==> src/rtl/qpsk_tx_ctrl.sv <==
// QPSK transmit framer: one-byte holding register feeding preamble / MSB-first dibit data / tail symbols.
// Symbols last SYM_DIV cycles; the hold is refilled while the shift register drains, so bytes stream gap-free.
module qpsk_tx_ctrl #(
   parameter int SYM_DIV   = 800,
   parameter int PRE_SYMS  = 8,
   parameter int TAIL_SYMS = 2
) (
   input  logic       clk,
   input  logic       rst_n,
   input  logic [7:0] in_data,
   input  logic       in_valid,
   output logic       in_ready,
   output logic       sym_i,
   output logic       sym_q,
   output logic       sym_strobe,
   output logic       tx_en,
   output logic       busy
);
   localparam int DW   = (SYM_DIV > 1) ? $clog2(SYM_DIV) : 1;
   localparam int SMAX = (PRE_SYMS > TAIL_SYMS) ? PRE_SYMS : TAIL_SYMS;
   localparam int SW   = (SMAX > 1) ? $clog2(SMAX) : 1;

   typedef enum logic [1:0] {IDLE, PREAMBLE, DATA, TAIL} state_t;

   state_t        state, state_nxt;
   logic [DW-1:0] div_cnt;
   logic [SW-1:0] sym_cnt;
   logic [1:0]    dibit_idx;
   logic [7:0]    shift_reg;
   logic [7:0]    hold_dat;
   logic          hold_full;
   logic          sym_end;
   logic          load_shift;

   assign busy       = (state != IDLE);
   assign tx_en      = busy;
   assign in_ready   = ~hold_full;
   assign sym_strobe = busy && (div_cnt == '0);
   assign sym_end    = busy && (div_cnt == DW'(SYM_DIV - 1));

   always_ff @(posedge clk or negedge rst_n) begin
      if (!rst_n) begin
         state <= IDLE;
      end else begin
         state <= state_nxt;
      end
   end

   always_comb begin
      state_nxt  = state;
      load_shift = 1'b0;
      case (state)
         IDLE: begin
            if (hold_full) state_nxt = PREAMBLE;
         end
         PREAMBLE: begin
            if (sym_end && (sym_cnt == SW'(PRE_SYMS - 1))) begin
               state_nxt  = DATA;
               load_shift = 1'b1;
            end
         end
         DATA: begin
            // Last dibit of the byte: chain straight into the next byte if one is waiting
            if (sym_end && (dibit_idx == 2'd3)) begin
               if (hold_full) load_shift = 1'b1;
               else           state_nxt  = TAIL;
            end
         end
         TAIL: begin
            if (sym_end && (sym_cnt == SW'(TAIL_SYMS - 1))) state_nxt = IDLE;
         end
         default: state_nxt = IDLE;
      endcase
   end

   always_ff @(posedge clk or negedge rst_n) begin
      if (!rst_n) begin
         div_cnt   <= '0;
         sym_cnt   <= '0;
         dibit_idx <= 2'd0;
         shift_reg <= 8'd0;
         hold_dat  <= 8'd0;
         hold_full <= 1'b0;
      end else begin
         if (!busy || sym_end) div_cnt <= '0;
         else                  div_cnt <= div_cnt + 1'b1;

         if (state_nxt != state) sym_cnt <= '0;
         else if (sym_end)       sym_cnt <= sym_cnt + 1'b1;

         if (load_shift) begin
            dibit_idx <= 2'd0;
            shift_reg <= hold_dat;
         end else if ((state == DATA) && sym_end) begin
            dibit_idx <= dibit_idx + 2'd1;
            shift_reg <= {shift_reg[5:0], 2'b00};
         end

         // Loading only happens while the hold is full, so it never collides with an accept
         if (load_shift) begin
            hold_full <= 1'b0;
         end else if (in_valid && !hold_full) begin
            hold_full <= 1'b1;
            hold_dat  <= in_data;
         end
      end
   end

   always_comb begin
      sym_i = 1'b0;
      sym_q = 1'b0;
      case (state)
         PREAMBLE: begin
            sym_i = 1'b1;
            sym_q = 1'b1;
         end
         DATA: begin
            sym_i = shift_reg[7];
            sym_q = shift_reg[6];
         end
         default: begin
            sym_i = 1'b0;
            sym_q = 1'b0;
         end
      endcase
   end
endmodule

==> config.mk <==
export PLATFORM = sky130hd
export DESIGN_NAME = qpsk_tx_ctrl
export DESIGN_NICKNAME = d
export VERILOG_FILES = /design/src/rtl/qpsk_tx_ctrl.sv
export SDC_FILE = /design/constraint.sdc
export NUM_CORES = 1
export LEC_CHECK = 0
export CORE_MARGIN = 10
export CORE_UTILIZATION = 57
export DETAILED_ROUTE_END_ITERATION = 10
export PLACE_DENSITY = 0.8
export RECOVER_POWER = 50
export SYNTH_ARGS = -nofsm -noshare
export SYNTH_HDL_FRONTEND = slang
export SYNTH_SLANG_ARGS = --single-unit
==> constraint.sdc <==
create_clock -name clk -period 2.7 [get_ports clk]
set_clock_uncertainty 0.2 [all_clocks]
set_input_delay 0.405 -clock clk [delete_from_list [all_inputs] [get_ports clk]]
set_output_delay 0.405 -clock clk [all_outputs]
set_load 0.02 [all_outputs]
==> results.yml <==
outcome:
  status: "finished with violations"
  violations: "max-capacitance violations, max-slew violations"
cells_and_area:
  area_growth_pct: 18.5
  layout_common_cells: "34 x dfrtp_1, 19 x mux2_2, 15 x nor2_1"
  fin_nets: 219
  largest_reg_flops: 10
  n_antenna_cell: 0
  drive_gt1_frac: 0.212
  final_common_cell: "dfrtp_1"
  n_fill_cell: 212
clocking:
  clk_latency_ns: 0.34
  ctsLongestPathBuffers: 2
  cts.htree.levels: 2
  root_buffer: "clkbuf_4"
  clk_pin_slew_ns: 0.12
  cts_tree: "yes"
  cts.sinks: 34
  cts-buffers-inserted: 5
global_routing:
  grt_max_degree: 35
  grt_pass1_wl_mm: 6.32
  grt.total_usage: 0.125
  antenna_found_initial: 0
  grt.overflow.total: 0
  grt_pass1_vias: 1415
placed_design:
  finalWeightedCongestion: 0.873
  dpl.hpwl_mm: 2.69
  post-place-ws_ns: 0.105
  port_buffers: 16
sta:
  rsz0062_at_grt: "true"
  slew_viol_final: 35
  fin_crit_sh: 0.959
  slew_headroom: -0.213
  finalWorstSetupSlack_ns: 0.111
  setup-violations-final: 0
  hold_violations: 0
  setup_tns_ns: 0
  max_freq_ghz: 0.386
  fin_crit_ns: 2.59
  tightest_slew_ns: 1.82
power_and_ir_drop:
  p_sw_w: 0.000536
  p_total_w: 0.00162
  power_frac_seq: 0.367
  pwr-share-comb: 0.340
  switching_share: 0.332
  p_int_w: 0.00108
  vdd_drop_max_mv: 0.585
  power_density_nw_per_um2: 712
  p_clk_frac: 0.294
  p_leak_nw: 1.08
worst_setup_path:
  start_kind: "register"
  worstSetupPathType: "register to primary output"
  required_ns: 2.10
  cp_max_fo: 4
  worstPathArrival_ns: 1.98
  cp-end-kind: "primary output"
logic_synthesis:
  ys.flop_type: "dfrtp_1"
  syn_area_per_cell_um2: 11.0
  syn_area_um2: 1910
  yosysSeqAreaShare: 0.444
  synth_area_leaders: "dfrtp_1 44%, mux2_2 11%, ha_1 7.2%"
  yosysWarnings: 0
  synth_cell_types: 46
  synthArstFlopShare: 1.00
  syn_nets: 196
  synth_edf_count: 0
  synth_top_area_share: 0.444
  yosysTopAreaCell: "dfrtp_1"
  syn_inst: 174
  ys_ff_latch: 34
detailed_routing:
  drt_iter0_drc: 134
  vias: 1348
  firstDrtPassIters: 4
  post-route-drc-count: 0
  via_per_inst: 5.57
  ant_nets: 0
  wl_mm: 3.65
  wl_per_cell_um: 15.1
die:
  die_h_um: 78.0
  die-width_um: 78.0
  pin_count: 17
  dieArea_um2: 6080
  initial_core_util: 0.612
  coreArea_um2: 3130
  rows: 20
job:
  max-cap-violations: 1
hold_path:
  hold_class: "register to register"
[power by group through the flow]
stage	combinational, W	clock, W	sequential, W
2_1_floorplan	0.000326	0	0.000600
3_3_place_gp	0.000526	0	0.000600
3_5_place_dp	0.000544	0	0.000604
4_1_cts	0.000542	0.000483	0.000594
5_1_grt	0.000598	0.000503	0.000603
6_report	0.000549	0.000474	0.000593
[path summary, 6_finish.rpt]
path / cells after the start / from / endpoint / slack [ns]
worst min-delay path: 1 / hold_dat[1] / hold_dat[1] / 0.31
worst min register to register: 1 / hold_dat[1] / hold_dat[1] / 0.31
worst max-delay path: 5 / state[0] / sym_strobe / 0.11
max in group asynchronous: 2 / rst_n / shift_reg[0] / 0.37
worst max register to register: 7 / state[0] / hold_dat[5] / 0.12
min in group asynchronous: 2 / rst_n / sym_cnt[1] / 0.88
[cell families after synthesis]
family | after synthesis | share of synthesized area
compound gates | 19 | 0.0804
xor+xnor | 10 | 0.0457
fa+ha+maj | 11 | 0.0719
buf+inv | 19 | 0.0484
flops | 34 | 0.444
mux | 23 | 0.133
simple gates | 58 | 0.176
[synth_stat cells (all sizes together), types with 3 or more instances]
| master | n |
|---|---|
| a21oi | 3 |
| buf | 5 |
| clkbuf | 3 |
| dfrtp | 34 |
| ha | 11 |
| inv | 11 |
| mux2 | 20 |
| mux2i | 3 |
| nand2 | 12 |
| nand3 | 7 |
| nand4 | 6 |
| nor2 | 15 |
| nor3 | 3 |
| nor4 | 3 |
| xnor2 | 6 |
| xor2 | 4 |
[layout make-up]
cell class                      count  area, um2  area share
Tap cell                           44       55.1      0.0243
Sequential cell                    34        851       0.375
Clock inverter                      3       68.8      0.0303
Inverter                           11       41.3      0.0182
Timing Repair Buffer               24        220      0.0971
Clock buffer                        5       37.5      0.0165
Multi-Input combinational cell    121        995       0.438
[metrics by stage]
stage	cell area, um2	std cells	util	hold WS (ns)
6_report	2270	242	0.725	0.306
5_1_grt	2270	242	0.725	0.343
4_1_cts	2250	242	0.718	0.270
3_5_place_dp	2140	234	0.684	0.281
3_3_place_gp	2140	234	0.684	0.274
2_1_floorplan	1910	174	-	-0.0906
[worst max-delay path: stages (launching register included)]
cell	delay, ns
dfrtp_1	0.37
inv_1	0.11
ha_1	0.28
nor4_4	0.32
and4b_1	0.22
dlygate4sd2_1	0.34
[timing repair]
action	in CTS	in global routing
setup buffers	0	0
endpoints found under the setup margin	3	7
gates resized for setup	2	5
pin swaps	0	1
hold buffers	0	0
[routing by layer]
layer	track usage	vias to the layer above	part of all wire
li1	-	663	-
met1	0.159	646	0.46
met2	0.201	33	0.49
met3	0.0334	6	0.041
met4	0.0448	0	0.012
met5	0	-	0
No activity file was read; power rests on OpenSTA's default activity.
